File: config.mk
export PLATFORM = sky130hd
export DESIGN_NAME = edge_pulse_gen
export DESIGN_NICKNAME = d
export VERILOG_FILES = /design/src/rtl/edge_pulse_gen.sv
export SDC_FILE = /design/constraint.sdc
export NUM_CORES = 1
export LEC_CHECK = 0
export CAP_MARGIN = 20
export CELL_PAD_IN_SITES_DETAIL_PLACEMENT = 1
export CELL_PAD_IN_SITES_GLOBAL_PLACEMENT = 1
export CORE_MARGIN = 8
export CORE_UTILIZATION = 45
export DETAILED_ROUTE_END_ITERATION = 6
export DONT_BUFFER_PORTS = 1
export GPL_TIMING_DRIVEN = 0
export PLACE_DENSITY = 0.85
export SYNTH_ARGS = -nofsm -noshare
export SYNTH_HDL_FRONTEND = slang
export SYNTH_SLANG_ARGS = --single-unit
File: constraint.sdc
create_clock -name sys_clk -period 9.5 [get_ports sys_clk]
set_input_delay 1.425 -clock sys_clk [delete_from_list [all_inputs] [get_ports sys_clk]]
set_output_delay 1.425 -clock sys_clk [all_outputs]
set_load 0.05 [all_outputs]
File: src/rtl/edge_pulse_gen.sv
// Programmable pulse-train generator: N pulses of H high / L low cycles, with abort and done strobe.
// Define EDGE_PULSE_GEN_MARK_EN to generate the wave_rise/wave_fall edge strobes.
module edge_pulse_gen #(
  parameter int CNT_W = 16,
  parameter int NUM_W = 8
) (
  input  logic             sys_clk,
  input  logic             sys_rst,
  input  logic             start,
  input  logic             stop,
  input  logic [CNT_W-1:0] high_len,
  input  logic [CNT_W-1:0] low_len,
  input  logic [NUM_W-1:0] pulse_num,
  output logic             wave_out,
  output logic             busy,
  output logic             done,
  output logic             wave_rise,
  output logic             wave_fall
);

  typedef enum logic [1:0] {IDLE, HIGH, LOW, FIN} state_t;

  state_t           state, state_next;
  logic [CNT_W-1:0] phase_cnt, h_lim, l_lim;
  logic [NUM_W-1:0] pulse_cnt, pulse_inc, n_lat;
  logic             accept, phase_end;
  logic             wave_d, busy_d, done_d;

  assign accept    = (state == IDLE) && start && !stop;
  assign pulse_inc = (pulse_cnt == '1) ? pulse_cnt : pulse_cnt + NUM_W'(1);

  always_comb begin
    phase_end = 1'b0;
    case (state)
      HIGH:    phase_end = (phase_cnt == h_lim);
      LOW:     phase_end = (phase_cnt == l_lim);
      default: phase_end = 1'b0;
    endcase
  end

  // State register; outputs are registered from the next-state decode
  always_ff @(posedge sys_clk or posedge sys_rst) begin
    if (sys_rst) begin
      state    <= IDLE;
      wave_out <= 1'b0;
      busy     <= 1'b0;
      done     <= 1'b0;
    end else begin
      state    <= state_next;
      wave_out <= wave_d;
      busy     <= busy_d;
      done     <= done_d;
    end
  end

  always_comb begin
    state_next = state;
    case (state)
      IDLE: if (accept) state_next = (pulse_num == '0) ? FIN : HIGH;
      HIGH: begin
        if (stop)           state_next = FIN;
        else if (phase_end) state_next = LOW;
      end
      LOW: begin
        if (stop)           state_next = FIN;
        else if (phase_end) state_next = (pulse_inc < n_lat) ? HIGH : FIN;
      end
      FIN:     state_next = IDLE;
      default: state_next = IDLE;
    endcase
  end

  always_comb begin
    wave_d = (state_next == HIGH);
    busy_d = (state_next inside {HIGH, LOW});
    done_d = (state_next == FIN);
  end

  // Zero lengths behave as one cycle; stored as terminal count (length - 1)
  always_ff @(posedge sys_clk or posedge sys_rst) begin
    if (sys_rst) begin
      h_lim <= '0;
      l_lim <= '0;
      n_lat <= '0;
    end else if (accept) begin
      h_lim <= (high_len == '0) ? '0 : high_len - CNT_W'(1);
      l_lim <= (low_len == '0) ? '0 : low_len - CNT_W'(1);
      n_lat <= pulse_num;
    end
  end

  always_ff @(posedge sys_clk or posedge sys_rst) begin
    if (sys_rst) begin
      phase_cnt <= '0;
      pulse_cnt <= '0;
    end else begin
      if (state_next != state)
        phase_cnt <= '0;
      else if ((state inside {HIGH, LOW}) && (phase_cnt != '1))
        phase_cnt <= phase_cnt + CNT_W'(1);

      if (state == IDLE)
        pulse_cnt <= '0;
      else if ((state == LOW) && phase_end && !stop)
        pulse_cnt <= pulse_inc;
    end
  end

`ifdef EDGE_PULSE_GEN_MARK_EN
  always_ff @(posedge sys_clk or posedge sys_rst) begin
    if (sys_rst) begin
      wave_rise <= 1'b0;
      wave_fall <= 1'b0;
    end else begin
      wave_rise <= (state_next == HIGH) && (state != HIGH);
      wave_fall <= (state == HIGH) && (state_next != HIGH);
    end
  end
`else
  assign wave_rise = 1'b0;
  assign wave_fall = 1'b0;
`endif

endmodule

==> After elaboration in Yosys (flattened, before gate mapping) <==
Index checks and enable logic that the tools add are counted.
{ "word_totals": {"input_bits": 44, "output_inout_bits": 5, "ff_bits": 69, "elab_cells": 55} }
{ "classes": {"add_sub_neg": 4, "mux": 16, "reduce_logical": 14, "magnitude_cmp": 1, "eq_ne": 11} }
{ "op_table": {"columns": ["operator", "count"], "rows": [
  ["$mux W16", 4],
  ["$eq A16 B16 Y1", 2],
  ["$logic_not A16 Y1", 2],
  ["$sub A16 B1 Y16 const B", 2],
  ["$mux W8", 3],
  ["$add A16 B1 Y16 const B", 1],
  ["$ne A16 B16 Y1 const B", 1],
  ["$mux W2", 7],
  ["$add A8 B1 Y8 const B", 1],
  ["$eq A2 B2 Y1 const B", 4],
  ["$eq A8 B8 Y1 const B", 1],
  ["$logic_not A8 Y1", 1],
  ["$lt A8 B8 Y1", 1],
  ["$pmux W2 S4", 1],
  ["$reduce_bool A2 Y1", 4],
  ["$logic_and A1 B1 Y1", 5],
  ["$eq A2 B1 Y1 const B", 2],
  ["$logic_not A2 Y1", 1],
  ["$ne A2 B2 Y1", 1],
  ["$pmux W1 S2", 1],
  ["$logic_not A1 Y1", 1]
]} }

==> Depth between registers and ports, before layout <==
Gate-level depths: netlist (run 1).
{ "depth": {"word_depth": 9, "depth_mapped": 14, "ltp_nobuf": 14} }

==> Worst setup path after synthesis (run 1) <==
OpenSTA, ideal clock, no wires.
{ "synth_timing": {"kind": "flip-flop to flip-flop", "startpoint": "register pulse_cnt[0]", "endpoint": "register done", "setup_slack_ns": 6.064, "t_arrival_ns": 3.314, "stages_incl_launch_ff": 14, "setup_time_ns": 0.122, "path_cell_list": "dfrtp_1 -> ha_1 -> nand4_1 -> or2_2 -> buf_2 -> nand2_1 -> ha_1 -> a21o_1 -> a21o_1 -> a2111oi_0 -> nand2_1 -> or4b_1 -> and3_1 -> ha_1"} }
{ "synth_between": {"elab_chain_cells": 8} }
{ "synth_rtl": {"columns": ["element", "line", "rtl"], "rows": [
  ["from (decl)", "25", "logic [NUM_W-1:0] pulse_cnt, pulse_inc, n_lat;"],
  ["from (signal assigned)", "105", "pulse_cnt <= pulse_inc;"],
  ["$add A8 B1 Y8 or $eq A8 B8 Y1 (tied branches)", "30", "assign pulse_inc = (pulse_cnt == '1) ? pulse_cnt : pulse_cnt + NUM_W'(1);"],
  ["$mux W8 *", "30", null],
  ["$lt A8 B8 Y1 *", "66", "else if (phase_end) state_next = (pulse_inc < n_lat) ? HIGH : FIN;"],
  ["$mux W2 * (2 in series)", "66", null],
  ["$mux W2 *", "65", "if (stop) state_next = FIN;"],
  ["$pmux W2 S4 *", "58", "case (state)"],
  ["net state_next[1]", "23", "state_t state, state_next;"],
  ["$eq A2 B2 Y1 *", "76", "done_d = (state_next == FIN);"],
  ["net done_d", "27", "logic wave_d, busy_d, done_d;"],
  ["to (signal assigned)", "52", "done <= done_d;"],
  ["to (decl)", "16", "output logic done,"]
]} }
The timed path passes the listed nets; every way through them passes the cells marked *.
A chain may end at the register's enable or synchronous reset.

==> Worst setup path after layout (run 1) <==
{ "layout_timing": {"startpoint": "register pulse_cnt[0]", "endpoint": "register phase_cnt[10]"} }
{ "layout_between": {"elab_chain_cells": 9} }
{ "layout_rtl": {"columns": ["element", "line", "rtl"], "rows": [
  ["$add A8 B1 Y8 or $eq A8 B8 Y1 (tied branches)", "30", null],
  ["$mux W8 *", "30", null],
  ["$lt A8 B8 Y1 *", "66", null],
  ["$mux W2 * (2 in series)", "66", null],
  ["$mux W2 *", "65", null],
  ["$pmux W2 S4 *", "58", null],
  ["$ne A2 B2 Y1 *", "97", "if (state_next != state)"],
  ["$mux W16 or $reduce_bool A2 Y1 (tied branches)", null, null],
  ["to (signal assigned)", "100", "phase_cnt <= phase_cnt + CNT_W'(1);"],
  ["to (decl)", "24", "logic [CNT_W-1:0] phase_cnt, h_lim, l_lim;"]
]} }
Every way passes the cells marked *; elsewhere a longest branch is shown, timed or not.

==> out/results.txt, run 1 <==
Filler cell count in the final layout -> 1,157
Final clock skew -> 0.00833 ns
Clock sink total -> 69
Die Y -> 116 µm
Setup Viol. Count Final -> 0
Final Non-Filler Cells -> 654
Ys Warns -> 0
Sequential cell area fraction in the yosys report -> 38.3%
GRT busiest layer -> met2
First-pass GRT wire length -> 20,600 µm
I/O Buffers -> 0
Num ports -> 49
Hold Buf Count CTS -> 0
CTS Buf Count -> 9
Hold Crit Start -> l_lim[13]$_DFFE_PP0P_
CP endpoint -> phase_cnt[10]$_DFFE_PP0P_
Worst skew pair latency -> 0.37 ns
Clock root cell -> clkbuf_8
Max Freq -> 0.235 GHz
IR drop worst, VDD -> 0.0894 mV
RR Startpoint -> pulse_cnt[0]$_DFFE_PP0P_
Post-CTS Setup Bufs -> 0
CP Launch Type -> flop
Die X-Extent -> 116 µm
Post-Route WL -> 12,300 µm
Gate Count Post-Synth -> 504
Tightest Pin Transition -> 0.925 ns
Most frequent cells in the layout -> nand2_1 (77), dfrtp_1 (69), o21ai_0 (45)
Share of post-route cells with drive strength above 1 -> 8.25%
Clock tree buffer depth -> 2
CP required -> 9.75 ns
Reg2Reg Capture Point -> phase_cnt[10]$_DFFE_PP0P_
Mapped Avg Cell Area -> 8.94 µm²
Final Critical Period -> 4.25 ns
Commonest non-fill, non-tap cell in the layout -> nand2_1
Clock Pin Slew Worst Setup and Hold Paths -> 0.08 ns
CTS tree -> done
First DRT Iteration DRCs -> 90
Die outline area -> 0.0135 mm²
ANT cells -> 0
Wire per inst -> 18.7 µm
Layout net count -> 577
Core Util, Final -> 50.9%
Storage element area -> 0.00173 mm²
Worst Setup SP -> pulse_cnt[0]$_DFFE_PP0P_
Antenna Nets Post-Route -> 0
Max-slew headroom -> 36.8%
GR Layer Usage met1 -> 22.6%
Antenna violations before repair -> 0
Vias -> 3,724
# H-tree levels -> 3
Worst Reg2Reg Path Length in Cells -> 13
Post-CTS Resized -> 0
GR Overflow Total -> 0
Leakage -> 0.00214 µW
CP endpoint kind -> flop
GP Congestion -> 0.855
Placed Instances -> 638
Crit Path Category -> reg -> reg
RSZ-0062 raised after global routing -> no
Total power -> 1310 µW
DR pass1 iterations -> 4
Max Slew Vio Count -> 0
Global Route Usage Sum -> 19.7%
Post-synth top flop -> dfrtp_1
Post-synth EDFFs -> 0
Mapped Area -> 0.00451 mm²
Crit path DAT -> 4.50 ns
Rows -> 36
Met3 GRT Util -> 4.55%
Pin count of the biggest net entering global routing -> 70
Fin Setup TNS -> 0 ns
Tcrit/Tclk final -> 44.7%
Met2 Usage GRT -> 34.7%
DP Wirelength -> 9330 µm
Max Cap Violations -> 0
Worst Hold Class -> reg -> reg
Maximum fanout along the worst path -> 10
Initial Util -> 46.3%
Reg-to-reg setup timing slack -> 5.25 ns
Area after DPL -> 0.00468 mm²
Final hold vios -> 0
Status -> finished clean
DRC Markers -> 0
Core Box Area -> 0.00973 mm²
Async SR Flop Fraction -> 100%
Synth Register Bits -> 69
Vias per cell -> 5.69
Area of the multi-input gates -> 0.00260 mm²
Post-Layout Inst Area -> 0.00495 mm²
Power Dens Cells -> 264 mW/mm²
Netlist cell types -> 56
Vias in the first global route -> 4,078
Area Growth Syn to Fin -> 9.85%
[critical path, stage by stage (launching register included)]
cell and delay [ns]:
dfrtp_1 0.47, ha_1 0.25, nand4_1 0.22, or2_2 0.34, buf_2 0.18, nand2_1 0.08
ha_1 0.24, a21o_1 0.16, a21o_1 0.17, a2111oi_0 0.83, nand3_1 0.20, a311oi_2 0.58
buf_2 0.33, nor2_1 0.08
[synthesized netlist by cell type, types with 2 or more instances]
cell,number,share of area (%)
nand2_1,77,6.4
dfrtp_1,69,38
o21ai_0,45,5.0
nor2_1,35,2.9
xnor2_1,35,6.8
mux2i_1,23,5.1
inv_1,19,1.6
xor2_1,18,3.5
ha_1,17,4.7
clkbuf_1,15,1.2
nand3_1,14,1.6
nor3_1,14,1.6
a21oi_1,13,1.4
nor4_1,9,1.2
nand4_1,8,1.1
nor2b_1,8,1.1
mux2_2,7,1.7
or4_1,6,1.0
a21o_1,5,0.83
and3_1,5,0.69
nand3b_1,5,0.83
or2_2,4,0.56
or3_1,4,0.56
a31oi_1,3,0.42
and4_1,3,0.58
buf_2,3,0.33
nor3b_1,3,0.50
o211ai_1,3,0.50
a2111oi_0,2,0.39
buf_4,2,0.33
nand2b_1,2,0.28
nor4bb_1,2,0.44
o31ai_1,2,0.33
o41ai_1,2,0.39
[where the power goes]
part	internal (µW)	total (µW)	switching, µW
clock	208	328	120
combinational	186	485	299
sequential	393	493	99.5
total	787	1310	518
[metal layers]
| layer | part of all wire (%) | vias up |
|---|---|---|
| li1 | - | 1786 |
| met3 | 4.2 | 16 |
| met1 | 42 | 1848 |
| met2 | 52 | 74 |
| met5 | 0 | - |
| met4 | 2.3 | 0 |
[cell families (layout without fill, tap and decap cells)]
logic type	after synthesis	in the layout	synth area share (%)
buffers and inverters	41	57	4.19
adders and majority gates	17	17	4.72
and+or+nand+nor	207	207	23.6
DFF	69	69	38.3
AOI/OAI and AO/OA	86	86	12.0
xor gates and xnor gates	53	53	10.3
muxes	30	30	6.86
other	1	2	0.0832
[registers in the layout (all words and copies together), names as in the netlist]
name and count:
phase_cnt 16, busy 1, h_lim 16, n_lat 8, pulse_cnt 8, wave_out 1, l_lim 16, state 2
done 1
[area by class of cell]
type / count / share of cell area (%)
plain buffers: 22 / 2.37
clock buffers: 10 / 2.78
clock inverters: 6 / 2.70
inverters: 19 / 1.49
multi-input cells: 395 / 52.4
flip-flops and latches: 69 / 34.9
well taps: 133 / 3.36
[worst min-delay path by stage]
stage	end	slack, ns	cells after the start
3_3_place_gp	l_lim[14]$_DFFE_PP0P_	0.46	2
4_1_cts	l_lim[6]$_DFFE_PP0P_	0.50	2
3_5_place_dp	l_lim[13]$_DFFE_PP0P_	0.48	2
2_1_floorplan	h_lim[3]$_DFFE_PP0P_	0.45	1
6_report	l_lim[13]$_DFFE_PP0P_	0.49	2
5_1_grt	h_lim[14]$_DFFE_PP0P_	0.53	2
[through the flow]
stage               hold slack, ns  worst slack, ns
floorplan                    0.449             6.06
global placement             0.463             5.40
detailed placement           0.483             5.29
CTS                          0.498             5.28
global route                 0.529             5.00
finish                       0.495             5.25
Power figures use the tool's default switching activity.
==> run 2: changes to the inputs <==
- clock period: 9.5 -> 4.4 ns (I/O delays scaled with it)
==> run 2 against run 1 <==
  * Combinational power rose by 120%
  * Final cell count did not move
  * Critical path depth did not move
  * Worst setup slack got worse by 4.9 ns
  * Flip-flop and latch count did not move
  * Utilization barely moved
  * Total power rose by 120%
  * Fmax rose by 4.6%
  * Via count rose by 0.32%
  * Clock skew fell by 0.00053 ns
  * Critical endpoint unchanged
  * Largest cell class unchanged
  * Highest routed layer unchanged
==> out/results.txt, run 2 (same netlist as run 1, synthesis figures left out) <==
Status -> finished clean
First-pass GRT wire length -> 20,600 µm
Worst-path cell chain -> ha_1 > nand4_1 > or2_2 > buf_2 > nand2_1 > ha_1 > a21o_1 > a21o_1 > a2111oi_1 > nand3_1 > a311oi_2 > buf_2 > nor2_1
Wire per inst -> 18.8 µm
Flop pwr share -> 37.7%
CP Launch Type -> flop
I/O Buffers -> 0
Area of the multi-input gates -> 0.00260 mm²
Worst Hold Class -> in -> async
Total power -> 2820 µW
Most frequent cells in the layout -> nand2_1 (77), dfrtp_1 (69), o21ai_0 (45)
GR Overflow Total -> 0
DP Wirelength -> 9330 µm
Area Growth Syn to Fin -> 9.88%
Final hold vios -> 0
Buf/Inv on CP -> 2
Storage element area -> 0.00173 mm²
DRC Markers -> 0
Setup Viol. Count Final -> 0
Antenna Nets Post-Route -> 0
Worst skew pair latency -> 0.37 ns
Clock tree buffer depth -> 2
Maximum fanout along the worst path -> 10
Num ports -> 49
Max Slew Vio Count -> 0
Rows -> 36
Post-CTS Setup Bufs -> 0
DR pass1 iterations -> 4
Die X-Extent -> 116 µm
Max Cap Violations -> 0
Max-slew headroom -> 42.8%
Combinational share of power -> 37.1%
Pin count of the biggest net entering global routing -> 70
Crit Path Category -> reg -> reg
Max Freq -> 0.246 GHz
Clock Pin Slew Worst Setup and Hold Paths -> 0.08 ns
Hold Buf Count CTS -> 0
RSZ-0062 raised after global routing -> no
Initial Util -> 46.3%
Clock sink total -> 69
Biggest regs -> h_lim x16, l_lim x16, phase_cnt x16
Fin Setup TNS -> 0 ns
Core Box Area -> 0.00973 mm²
Layout net count -> 577
Die Y -> 116 µm
Clock power share -> 25.2%
Commonest non-fill, non-tap cell in the layout -> nand2_1
Clock root cell -> clkbuf_8
IR drop worst, VDD -> 0.193 mV
# H-tree levels -> 3
Filler cell count in the final layout -> 1,158
Sw frac -> 39.7%
GP Congestion -> 0.855
Final Critical Period -> 4.06 ns
Vias in the first global route -> 4,078
Post-CTS Resized -> 0
ANT cells -> 0
Power Dens Cells -> 570 mW/mm²
Share of post-route cells with drive strength above 1 -> 8.25%
Crit path DAT -> 4.31 ns
Global Route Usage Sum -> 19.7%
Post-Route WL -> 12,300 µm
CP top delay family -> compound AO/OA/AOI/OAI gates
CP required -> 4.65 ns
Die outline area -> 0.0135 mm²
Slowest-stage cell, CP -> a2111oi_1
Final clock skew -> 0.00780 ns
Vias -> 3,736
CTS Buf Count -> 9
Crit path largest cell delay -> 0.65 ns
Tcrit/Tclk final -> 92.3%
Psw -> 1120 µW
Internal power -> 1700 µW
CP endpoint kind -> flop
CTS tree -> done
Leakage -> 0.00214 µW
Tightest Pin Transition -> 0.858 ns
Vias per cell -> 5.71
First DRT Iteration DRCs -> 96
Antenna violations before repair -> 0
run 2: per-layer routing:
metal / vias to the layer above / track usage (%) / share of wire [%]
li1: 1786 / - / -
met1: 1857 / 22.6 / 42
met2: 75 / 34.7 / 52
met3: 18 / 4.55 / 4.0
met4: 0 / 7.78 / 2.5
met5: - / 0 / 0
run 2: area by class of cell:
| cell class | count | share of cell area (%) |
|---|---|---|
| Inverter | 19 | 1.49 |
| Clock inverter | 6 | 2.70 |
| Sequential cell | 69 | 34.9 |
| Tap cell | 133 | 3.36 |
| Multi-Input combinational cell | 395 | 52.4 |
| Buffer | 22 | 2.37 |
| Clock buffer | 10 | 2.78 |
run 2: worst paths after layout:
| check | from | endpoint | slack [ns] | depth (start not counted) |
|---|---|---|---|---|
| max | pulse_cnt[0]$_DFFE_PP0P_ | phase_cnt[10]$_DFFE_PP0P_ | 0.34 | 13 |
| min | sys_rst | n_lat[6]$_DFFE_PP0P_ | 0.33 | 1 |
| max reg2reg | pulse_cnt[0]$_DFFE_PP0P_ | phase_cnt[10]$_DFFE_PP0P_ | 0.34 | 13 |
| min reg2reg | l_lim[13]$_DFFE_PP0P_ | l_lim[13]$_DFFE_PP0P_ | 0.50 | 2 |
| max in group asynchronous | sys_rst | phase_cnt[3]$_DFFE_PP0P_ | 3.50 | 1 |
| min in group sys_clk | high_len[0] | h_lim[0]$_DFFE_PP0P_ | 0.40 | 1 |
run 2: per-stage QoR:
step	std cells	worst slack [ns]	cell area [µm²]	utilization (%)	hold slack, ns
floorplan	505	0.964	4510	-	0.449
global placement	638	0.298	4680	48.1	0.463
detailed placement	638	0.193	4680	48.1	0.483
CTS	654	0.179	4950	50.9	0.374
global route	654	0.0924	4950	50.9	0.385
finish	654	0.340	4950	50.9	0.333
run 2: power groups by stage:
stage | Sequential, µW | Combinational, µW | Clock (µW)
after floorplan | 992 | 807 | 0
after global placement | 1060 | 959 | 0
after detailed placement | 1070 | 1030 | 0
after CTS | 1060 | 1050 | 717
after global routing | 1080 | 1170 | 744
final | 1060 | 1050 | 710
